===== src/rtl/i2s_transmitter_if.sv =====
// Sample and I2S pin bundle between the NCO/DAC side and the transmitter.
// The transmitter owns the pins and the strobe; the NCO supplies the sample.
interface i2s_transmitter_if;
    logic signed [15:0] sample_in;
    logic               sample_clk_en;
    logic               bclk;
    logic               lrclk;
    logic               sdata;

    modport master (
        input  sample_in,
        output sample_clk_en,
        output bclk,
        output lrclk,
        output sdata
    );

    modport slave (
        output sample_in,
        input  sample_clk_en,
        input  bclk,
        input  lrclk,
        input  sdata
    );
endinterface


===== src/rtl/i2s_transmitter.sv =====
// I2S master transmitter: BCLK/LRCLK generation, 48 kHz frame strobe and
// MSB-first mono serialisation of a sample latched once per frame.
module i2s_transmitter #(
    parameter int BCLK_DIV = 2
) (
    input  logic               master_clk,
    input  logic               rst,
    i2s_transmitter_if.master  bus
);
    localparam int DW = (BCLK_DIV > 1) ? $clog2(BCLK_DIV) : 1;
    localparam logic [DW-1:0] DIV_LAST = DW'(BCLK_DIV - 1);

    logic [DW-1:0]      div_cnt_q, div_cnt_d;
    logic [5:0]         bit_cnt_q, bit_cnt_d;
    logic signed [15:0] shadow_q, shadow_d;
    logic               bclk_q, bclk_d;
    logic               lrclk_q, lrclk_d;
    logic               sdata_q, sdata_d;
    logic               strobe_q, strobe_d;
    logic               fall;
    logic [4:0]         slot;

    always_comb begin
        div_cnt_d = div_cnt_q;
        bit_cnt_d = bit_cnt_q;
        shadow_d  = shadow_q;
        bclk_d    = bclk_q;
        lrclk_d   = lrclk_q;
        sdata_d   = sdata_q;
        strobe_d  = 1'b0;
        fall      = 1'b0;
        slot      = 5'd0;

        if (div_cnt_q == DIV_LAST) begin
            div_cnt_d = '0;
            bclk_d    = ~bclk_q;
            fall      = bclk_q;
        end else begin
            div_cnt_d = div_cnt_q + DW'(1);
        end

        if (fall) begin
            bit_cnt_d = bit_cnt_q + 6'd1;
            lrclk_d   = bit_cnt_d[5];
            slot      = bit_cnt_d[4:0];
            // Slot 0 is the one-BCLK I2S delay; slots 17..31 are zero pad.
            if (slot >= 5'd1 && slot <= 5'd16) begin
                sdata_d = shadow_q[4'(5'd16 - slot)];
            end else begin
                sdata_d = 1'b0;
            end
            if (bit_cnt_q == 6'd63) begin
                strobe_d = 1'b1;
                shadow_d = bus.sample_in;
            end
        end
    end

    always_ff @(posedge master_clk or negedge rst) begin
        if (!rst) begin
            div_cnt_q <= '0;
            bit_cnt_q <= 6'd63;
            shadow_q  <= '0;
            bclk_q    <= 1'b0;
            lrclk_q   <= 1'b1;
            sdata_q   <= 1'b0;
            strobe_q  <= 1'b0;
        end else begin
            div_cnt_q <= div_cnt_d;
            bit_cnt_q <= bit_cnt_d;
            shadow_q  <= shadow_d;
            bclk_q    <= bclk_d;
            lrclk_q   <= lrclk_d;
            sdata_q   <= sdata_d;
            strobe_q  <= strobe_d;
        end
    end

    assign bus.sample_clk_en = strobe_q;
    assign bus.bclk          = bclk_q;
    assign bus.lrclk         = lrclk_q;
    assign bus.sdata         = sdata_q;
endmodule


===== src/flat_wrapper.sv =====
// flat-port wrapper written by rule: the top's interface ports become plain ports
module i2s_transmitter_flat 
#(
    parameter int BCLK_DIV = 2
)
  (master_clk, rst, bus_sample_in, bus_sample_clk_en, bus_bclk, bus_lrclk, bus_sdata);
  i2s_transmitter_if bus_i ();
  input  logic master_clk;
  input  logic rst;
  input wire logic [$bits(bus_i.sample_in)-1:0] bus_sample_in;
  output wire logic [$bits(bus_i.sample_clk_en)-1:0] bus_sample_clk_en;
  output wire logic [$bits(bus_i.bclk)-1:0] bus_bclk;
  output wire logic [$bits(bus_i.lrclk)-1:0] bus_lrclk;
  output wire logic [$bits(bus_i.sdata)-1:0] bus_sdata;
  assign bus_i.sample_in = bus_sample_in;
  assign bus_sample_clk_en = bus_i.sample_clk_en;
  assign bus_bclk = bus_i.bclk;
  assign bus_lrclk = bus_i.lrclk;
  assign bus_sdata = bus_i.sdata;
  i2s_transmitter #(.BCLK_DIV(BCLK_DIV)) u_core (.master_clk(master_clk), .rst(rst), .bus(bus_i));
endmodule

===== config.mk =====
export PLATFORM = sky130hd
export DESIGN_NAME = i2s_transmitter_flat
export DESIGN_NICKNAME = d
export VERILOG_FILES = /design/src/rtl/i2s_transmitter_if.sv /design/src/rtl/i2s_transmitter.sv /design/src/flat_wrapper.sv
export SDC_FILE = /design/constraint.sdc
export NUM_CORES = 1
export LEC_CHECK = 0
export BUFFER_PORTS_ARGS = -buffer_cell sky130_fd_sc_hd__buf_2
export CELL_PAD_IN_SITES_DETAIL_PLACEMENT = 0
export CELL_PAD_IN_SITES_GLOBAL_PLACEMENT = 2
export CORE_ASPECT_RATIO = 1.5
export CORE_MARGIN = 8
export CORE_UTILIZATION = 34
export DETAILED_ROUTE_END_ITERATION = 10
export PLACE_DENSITY = 0.72
export SLEW_MARGIN = 10
export SYNTH_ARGS = -nofsm -noshare
export SYNTH_HDL_FRONTEND = slang
export SYNTH_SLANG_ARGS = --single-unit

===== constraint.sdc =====
create_clock -name master_clk -period 2.4 [get_ports master_clk]
set_input_delay 0.12 -clock master_clk [delete_from_list [all_inputs] [get_ports master_clk]]
set_output_delay 0.12 -clock master_clk [all_outputs]
set_load 0.05 [all_outputs]

==> results of run 1 <==
[cells by family after synthesis]
family	after synthesis	share of synthesized area [%]
adders and majority gates	2	1.86
and+or+nand+nor	22	10.7
muxes	23	22.3
buffers and inverters	11	6.70
DFF	26	49.0
xor gates and xnor gates	6	3.91
AOI/OAI and AO/OA	10	5.49
[worst max path at each step]
| stage | end | startpoint | cells past startpoint | slack, ns |
|---|---|---|---|---|
| 6_report | u_core.bus.sdata$_DFFE_PN0P_ | u_core.bit_cnt_q[0]$_DFFE_PN1P_ | 8 | 0.16 |
| 5_1_grt | u_core.bus.sdata$_DFFE_PN0P_ | u_core.bit_cnt_q[0]$_DFFE_PN1P_ | 8 | 0.03 |
| 4_1_cts | u_core.bus.sdata$_DFFE_PN0P_ | u_core.bit_cnt_q[1]$_DFFE_PN1P_ | 8 | 0.01 |
| 3_5_place_dp | u_core.bus.sdata$_DFFE_PN0P_ | u_core.bit_cnt_q[1]$_DFFE_PN1P_ | 8 | 0.04 |
| 3_3_place_gp | u_core.bus.sdata$_DFFE_PN0P_ | u_core.bit_cnt_q[1]$_DFFE_PN1P_ | 8 | 0.1 |
| 2_1_floorplan | u_core.bus.sdata$_DFFE_PN0P_ | u_core.bit_cnt_q[0]$_DFFE_PN1P_ | 9 | 0.13 |
[sequential cells by signal, summed over array words and instances (netlist names)]
name,cells
u_core.bus.bclk,1
u_core.bus.sample_clk_en,1
u_core.div_cnt_q,1
u_core.bit_cnt_q,5
u_core.bus.lrclk,1
u_core.bus.sdata,1
u_core.shadow_q,16
[cell usage after synthesis, drive strengths merged (2+ instances only)]
cell	instances
a2111oi	2
buf	3
clkbuf	3
dfrtp	20
dfstp	6
ha	2
inv	5
mux2	16
mux2i	3
mux4	4
nand2	7
nand4	5
nor2	3
o21ai	2
or2b	2
xnor2	5
[worst max-delay path: cells and delay by family (launching register included)]
family	cells	cell delay, ns
muxes	2	0.27
and+or+nand+nor	2	0.45
AOI/OAI and AO/OA	2	0.50
adders and majority gates	1	0.27
DFF	1	0.55
buffers and inverters	1	0.09
[stage by stage]
stage          hold slack [ns]  setup WS [ns]  power (mW)  utilization [%]  instances
3_5_place_dp             0.162         0.0363       0.516             38.2        165
2_1_floorplan           -0.176          0.134       0.488                -        100
3_3_place_gp             0.148          0.100       0.513             38.2        165
5_1_grt                 0.0672         0.0323       0.826             40.6        171
6_report                0.0744          0.164       0.788             40.6        171
4_1_cts                 0.0677        0.00962       0.801             39.9        170
[cell type report]
cell class                 count  area (sq um)  share of cell area, %
sequential                    26           658                   42.1
multi-input combinational     63           611                   39.1
inverter                       5          18.8                   1.20
timing repair buffer          28           164                   10.5
tap                           45          56.3                   3.60
clock buffer                   4          55.1                   3.52
[layer usage]
layer  GRT usage, %  up-vias  part of all wire, %  wire [um]
li1               -      414                    -          -
met1           10.4      456                   38        990
met2           16.1       25                   56       1470
met3           2.16        5                  4.0        104
met4           4.38        0                  1.9         50
met5              0        -                    0          0
[power by group]
group | total [mW] | switching, mW | internal [mW]
clock | 0.281 | 0.135 | 0.147
sequential | 0.460 | 0.00688 | 0.453
combinational | 0.0467 | 0.0199 | 0.0268
total | 0.788 | 0.161 | 0.626
[repair_timing]
action / 4_1_cts / 5_1_grt
endpoints found under the hold margin: 20 / 0
setup buffers: 0 / 1
hold buffers: 1 / 0
resized for setup: 0 / 3
setup endpoints to repair: 0 / 1
==> run summary, run 1 <==
Post-synth EDFFs: 0
layout cells sized above 1: 52.4%
Synth top area share: 37.2%
Syn Std Cell Area: 1340 sq um
Rows: 28
CP max FO: 6
worst reg2reg startpoint: u_core.bit_cnt_q[0]$_DFFE_PN1P_
dpl cell area: 1470 sq um
synth unique cells: 30
buffers added on ports: 21
# diodes: 0
Sink Count: 26
Worst Hold Class: input pin to register
initial DRC count: 9
total track usage: 9.34%
CP dominant cell by count: mux2i_1
gr ovfl total: 0
vias in the first global route: 1,006
Finished Cell Area: 1560 sq um
CTS tree: yes
unrepaired setup endpoints after global routing: no
clk buf depth: 2
Required @ worst endpoint: 2.56 ns
Setup crit start kind: register
clk_skew: 0.00607 ns
worst vdd ir: 0.375 mV
HP Start: bus_sample_in[4]
routability cong.: 0.784
final setup vio count: 0
Seq cells post-synth: 26
Worst Hold Path EP: u_core.shadow_q[4]$_DFFE_PN0P_
crit-path max cell delay: 0.55 ns
TritonCTS Buffers: 3
largest net degree at the start of global routing: 27
Die Ht: 93.0 um
Reg clk slew, reported paths: 0.09 ns
top post-synthesis cells by area: dfrtp_1 (37%), mux2_2 (13%), dfstp_2 (12%)
Critical Path Sink Type: register
final-report hold violation count: 0
post-route ant nets: 0
initial antenna violation count: 0
TNS Setup: 0 ns
Root Buffer: clkbuf_8
sequential share of the synthesized area: 49.0%
R2R depth: 8
Fmax: 447 MHz
Worst Max-Slew Pin Slew: 0.579 ns
dpl hpwl: 2020 um
top_reg_cell synth: dfrtp_1
syn_nets: 120
outcome: complete, no violations
number of max-cap violations: 0
nets: 147
Syn. warnings: 0
Mean Syn Cell Area: 13.4 sq um
CORE AREA: 3850 sq um
Worst slew margin: 61.4%
Initial Util: 34.9%
clk_lat worst skew: 0.27 ns
crit path DAT: 2.39 ns
# IOs: 22
WS Path Type: register to register
DR pass1 iterations: 4
Syn-to-layout area delta: 16.3%
CTS HTree Levels: 1
ys async rst share: 100%
most common cell after layout, fill and taps aside: buf_2
crit path cell chain: inv_1, ha_4, or3_4, a211o_1, nand4_2, mux2i_1, mux2i_1, a22o_1
synthesized instance count: 100
Leakage: 0.705 nW
cell area power density: 504 nW/um^2
first-pass GRT wire length: 4530 um
Hold Path Depth: 2
WL/cell: 15.3 um
filler cell count: 406
r2r setup slk: 0.16 ns
fin. max-slew vios: 0
Die Width: 67.3 um
Vias/cell: 5.26
largest area contributor in the netlist: dfrtp_1
via count: 900
Residual DRC: 0
CP max stage cell: dfstp_2
period utilization: 93.2%
routed wire length: 2620 um
RR Endpoint: u_core.bus.sdata$_DFFE_PN0P_
Die Area: 6260 sq um
Tmin final: 2.24 ns
most frequent cells in the layout: buf_2 (21), dfrtp_1 (20), mux2_2 (16)
No activity file was read; power rests on OpenSTA's default activity.
==> run 2: changes to the inputs <==
ABC_AREA = 1   (was default)
ABC_CLOCK_PERIOD_IN_PS = 2400   (was default)
CORE_UTILIZATION = 28   (was 34)
PLACE_DENSITY = 0.71   (was 0.72)
==> run 2 against run 1 <==
  * Cell area up 3.6%
  * Critical path type unchanged
  * Non-clock buffer count down 4
  * Critical endpoint unchanged
  * Synthesized area up 3.2%
  * Routed wire length up 20%
  * Synthesized cell count up 83%
  * Critical path depth up 4
  * Total power down 5.7%
  * Die area up 20%
  * Core utilization down 6.9 points
  * Sequential share of layout area down 1.5 points
==> run summary, run 2 <==
outcome: complete, no violations (unchanged)
post_cts resized: 0 (unchanged)
worst setup margin: 0.534 ns (was 0.164 ns)
worst reg2reg startpoint: u_core.bit_cnt_q[0]$_DFFE_PN1P_ (unchanged)
TritonCTS Buffers: 3 (unchanged)
top post-synthesis cells by area: dfrtp_1 (36%), nand2_1 (22%), dfstp_2 (11%) (was dfrtp_1 (37%), mux2_2 (13%), dfstp_2 (12%))
crit-path max cell delay: 0.53 ns (was 0.55 ns)
Synth top area share: 36.1% (was 37.2%)
R2R depth: 12 (was 8)
Hold Path Depth: 3 (was 2)
gr ovfl total: 0 (unchanged)
initial antenna violation count: 0 (unchanged)
clk_lat worst skew: 0.27 ns (about the same)
largest area contributor in the netlist: dfrtp_1 (unchanged)
# diodes: 0 (unchanged)
Seq cells post-synth: 26 (unchanged)
worst vdd ir: 0.239 mV (was 0.375 mV)
top_reg_cell synth: dfrtp_1 (unchanged)
dpl cell area: 1550 sq um (was 1470 sq um)
routed wire length: 3140 um (was 2620 um)
Vias/cell: 4.09 (was 5.26)
Die Ht: 102 um (was 93.0 um)
TNS Setup: 0 ns (unchanged)
vias in the first global route: 1,232 (was 1,006)
Setup crit start kind: register (unchanged)
Worst Max-Slew Pin Slew: 0.574 ns (was 0.579 ns)
via count: 1,108 (was 900)
CTS HTree Levels: 1 (unchanged)
crit path cell chain: inv_1, ha_1, inv_1, nand2_1, nand2_1, o21ai_0, nand2_1, nand2_1, nand2_1, nand2_1, nand3_1, nand2_1 (was inv_1, ha_4, or3_4, a211o_1, nand4_2, mux2i_1, mux2i_1, a22o_1)
Syn. warnings: 0 (unchanged)
pre-CTS setup slack: 0.545 ns (was 0.0363 ns)
Sink Count: 26 (unchanged)
Largest Register: u_core.shadow_q (unchanged)
number of max-cap violations: 0 (unchanged)
synthesized instance count: 183 (was 100)
WL/cell: 11.6 um (was 15.3 um)
Worst Hold Path EP: u_core.shadow_q[11]$_DFFE_PN0P_ (was u_core.shadow_q[4]$_DFFE_PN0P_)
unrepaired setup endpoints after global routing: no (unchanged)
Top Usage Layer GRT: met2 (unchanged)
CP max stage cell: dfstp_2 (unchanged)
routability cong.: 0.761 (was 0.784)
ys async rst share: 100% (unchanged)
crit path DAT: 2.03 ns (was 2.39 ns)
period utilization: 77.7% (was 93.2%)
clk buf depth: 2 (unchanged)
initial DRC count: 45 (was 9)
CP max FO: 5 (was 6)
cell area power density: 459 nW/um^2 (was 504 nW/um^2)
Worst Hold Class: input pin to register (unchanged)
clk_skew: 0.00617 ns (was 0.00607 ns)
Rows: 31 (was 28)
Fmax: 536 MHz (was 447 MHz)
synth cell count leaders: nand2_1 (81), inv_1 (21), dfrtp_1 (20) (was dfrtp_1 (20), mux2_2 (16), nand2_1 (7))
Die Area: 7510 sq um (was 6260 sq um)
first-pass GRT wire length: 5550 um (was 4530 um)
WS Path Type: register to register (unchanged)
final setup vio count: 0 (unchanged)
Post-CTS Setup Inserts: 0 (unchanged)
synth unique cells: 22 (was 30)
syn_nets: 203 (was 120)
# IOs: 22 (unchanged)
Mean Syn Cell Area: 7.58 sq um (was 13.4 sq um)
CP Buf/Inv Count: 2 (was 1)
Tmin final: 1.87 ns (was 2.24 ns)
Root Buffer: clkbuf_8 (unchanged)
Critical Path Sink Type: register (unchanged)
Finished Cell Area: 1620 sq um (was 1560 sq um)
Die Width: 73.5 um (was 67.3 um)
Design Power: 743 uW (was 788 uW)
final-report hold violation count: 0 (unchanged)
Syn-to-layout area delta: 16.8% (was 16.3%)
most frequent cells in the layout: nand2_1 (81), inv_1 (21), buf_2 (21) (was buf_2 (21), dfrtp_1 (20), mux2_2 (16))
Reg clk slew, reported paths: 0.09 ns (about the same)
Initial Util: 28.8% (was 34.9%)
grt met3 use: 1.77% (was 2.16%)
buffers added on ports: 21 (unchanged)
dpl hpwl: 2450 um (was 2020 um)
post-route ant nets: 0 (unchanged)
fin. max-slew vios: 0 (unchanged)
sequential share of the synthesized area: 47.5% (was 49.0%)
Residual DRC: 0 (unchanged)
RR Endpoint: u_core.bus.sdata$_DFFE_PN0P_ (unchanged)
GR Util met2: 18.2% (was 16.1%)
Required @ worst endpoint: 2.57 ns (was 2.56 ns)
CORE AREA: 4810 sq um (was 3850 sq um)
number of flip-flops under the largest register name: 16 (unchanged)
CTS Hold Buffers Added: 1 (unchanged)
CP dominant cell by count: nand2_1 (was mux2i_1)
Leakage: 0.864 nW (was 0.705 nW)
count leader, synth: nand2_1 (was dfrtp_1)
Syn Std Cell Area: 1390 sq um (was 1340 sq um)
nets: 226 (was 147)
Worst slew margin: 61.7% (was 61.4%)
HP Start: bus_sample_in[11] (was bus_sample_in[4])
met1 GRT Util: 10.0% (was 10.4%)
DR pass1 iterations: 3 (was 4)
largest net degree at the start of global routing: 27 (unchanged)
Largest regs: u_core.shadow_q (16), u_core.bit_cnt_q (5) (unchanged)
Post-synth EDFFs: 0 (unchanged)
total track usage: 9.65% (was 9.34%)
r2r setup slk: 0.53 ns (was 0.16 ns)
most common cell after layout, fill and taps aside: nand2_1 (was buf_2)
layout cells sized above 1: 21.5% (was 52.4%)
CTS tree: yes (unchanged)
cell family with most CP delay: simple AND/OR/NAND/NOR gates (was flip-flops)
## run 2: cell count changes after synthesis, sizes merged, moves of 4 or more
cell   before  now
nand3       1    5
nand2       7   85
inv         5   23
mux2       16    0
nor2        3   12
o21ai       2   14
xnor2       5    1
mux4        4    0
## run 2: where the power goes
group / switching [mW] / internal [mW] / leakage [nW] / total, mW
logic: 0.0122 / 0.0106 / 0.587 / 0.0228
registers: 0 / 0.438 / 0.249 / 0.438
clock network: 0.135 / 0.147 / 0.0288 / 0.282
total: 0.147 / 0.595 / 0.864 / 0.743
## run 2: area by class of cell
type | instances | area (sq um)
fill | 565 | 3190
sequential | 26 | 658
multi-input combinational | 128 | 594
timing repair buffer | 24 | 143
inverter | 23 | 86.3
tap | 66 | 82.6
clock buffer | 4 | 55.1
## run 2: tightest hold or removal path, cell delays in order
cell and delay (ns):
buf_2 0.07, nand2_1 0.04, nand2_1 0.05
## run 2: cells by family (layout without fill, tap and decap cells)
group | after synthesis | after routing | share of synthesized area, %
flops | 26 | 26 | 47.5
fa+ha+maj | 2 | 2 | 1.80
simple gates | 107 | 107 | 32.4
compound gates | 16 | 16 | 6.77
xor+xnor | 3 | 3 | 1.90
buf+inv | 29 | 51 | 9.66
## run 2: worst max-delay path by stage
| stage | from | endpoint | slack [ns] | cells after the start |
|---|---|---|---|---|
| 2_1_floorplan | u_core.bit_cnt_q[0]$_DFFE_PN1P_ | u_core.bus.sdata$_DFFE_PN0P_ | 0.59 | 11 |
| 3_3_place_gp | u_core.bit_cnt_q[0]$_DFFE_PN1P_ | u_core.bus.sdata$_DFFE_PN0P_ | 0.55 | 12 |
| 3_5_place_dp | u_core.bit_cnt_q[0]$_DFFE_PN1P_ | u_core.bus.sdata$_DFFE_PN0P_ | 0.55 | 12 |
| 4_1_cts | u_core.bit_cnt_q[0]$_DFFE_PN1P_ | u_core.bus.sdata$_DFFE_PN0P_ | 0.53 | 12 |
| 5_1_grt | u_core.bit_cnt_q[0]$_DFFE_PN1P_ | u_core.bus.sdata$_DFFE_PN0P_ | 0.36 | 12 |
| 6_report | u_core.bit_cnt_q[0]$_DFFE_PN1P_ | u_core.bus.sdata$_DFFE_PN0P_ | 0.53 | 12 |
## run 2: stage by stage
| stage | util [%] | std cells | hold slack [ns] |
|---|---|---|---|
| global route | 33.7 | 271 | 0.0423 |
| floorplan | - | 183 | -0.176 |
| CTS | 33.7 | 271 | 0.0343 |
| finish | 33.7 | 271 | 0.0423 |
| detailed placement | 32.3 | 266 | 0.168 |
| global placement | 32.3 | 266 | 0.156 |
## run 2: routing by layer
metal / part of all wire (%) / up-vias
li1: - / 602
met1: 41 / 486
met2: 54 / 15
met3: 2.6 / 5
met4: 1.7 / 0
met5: 0 / -
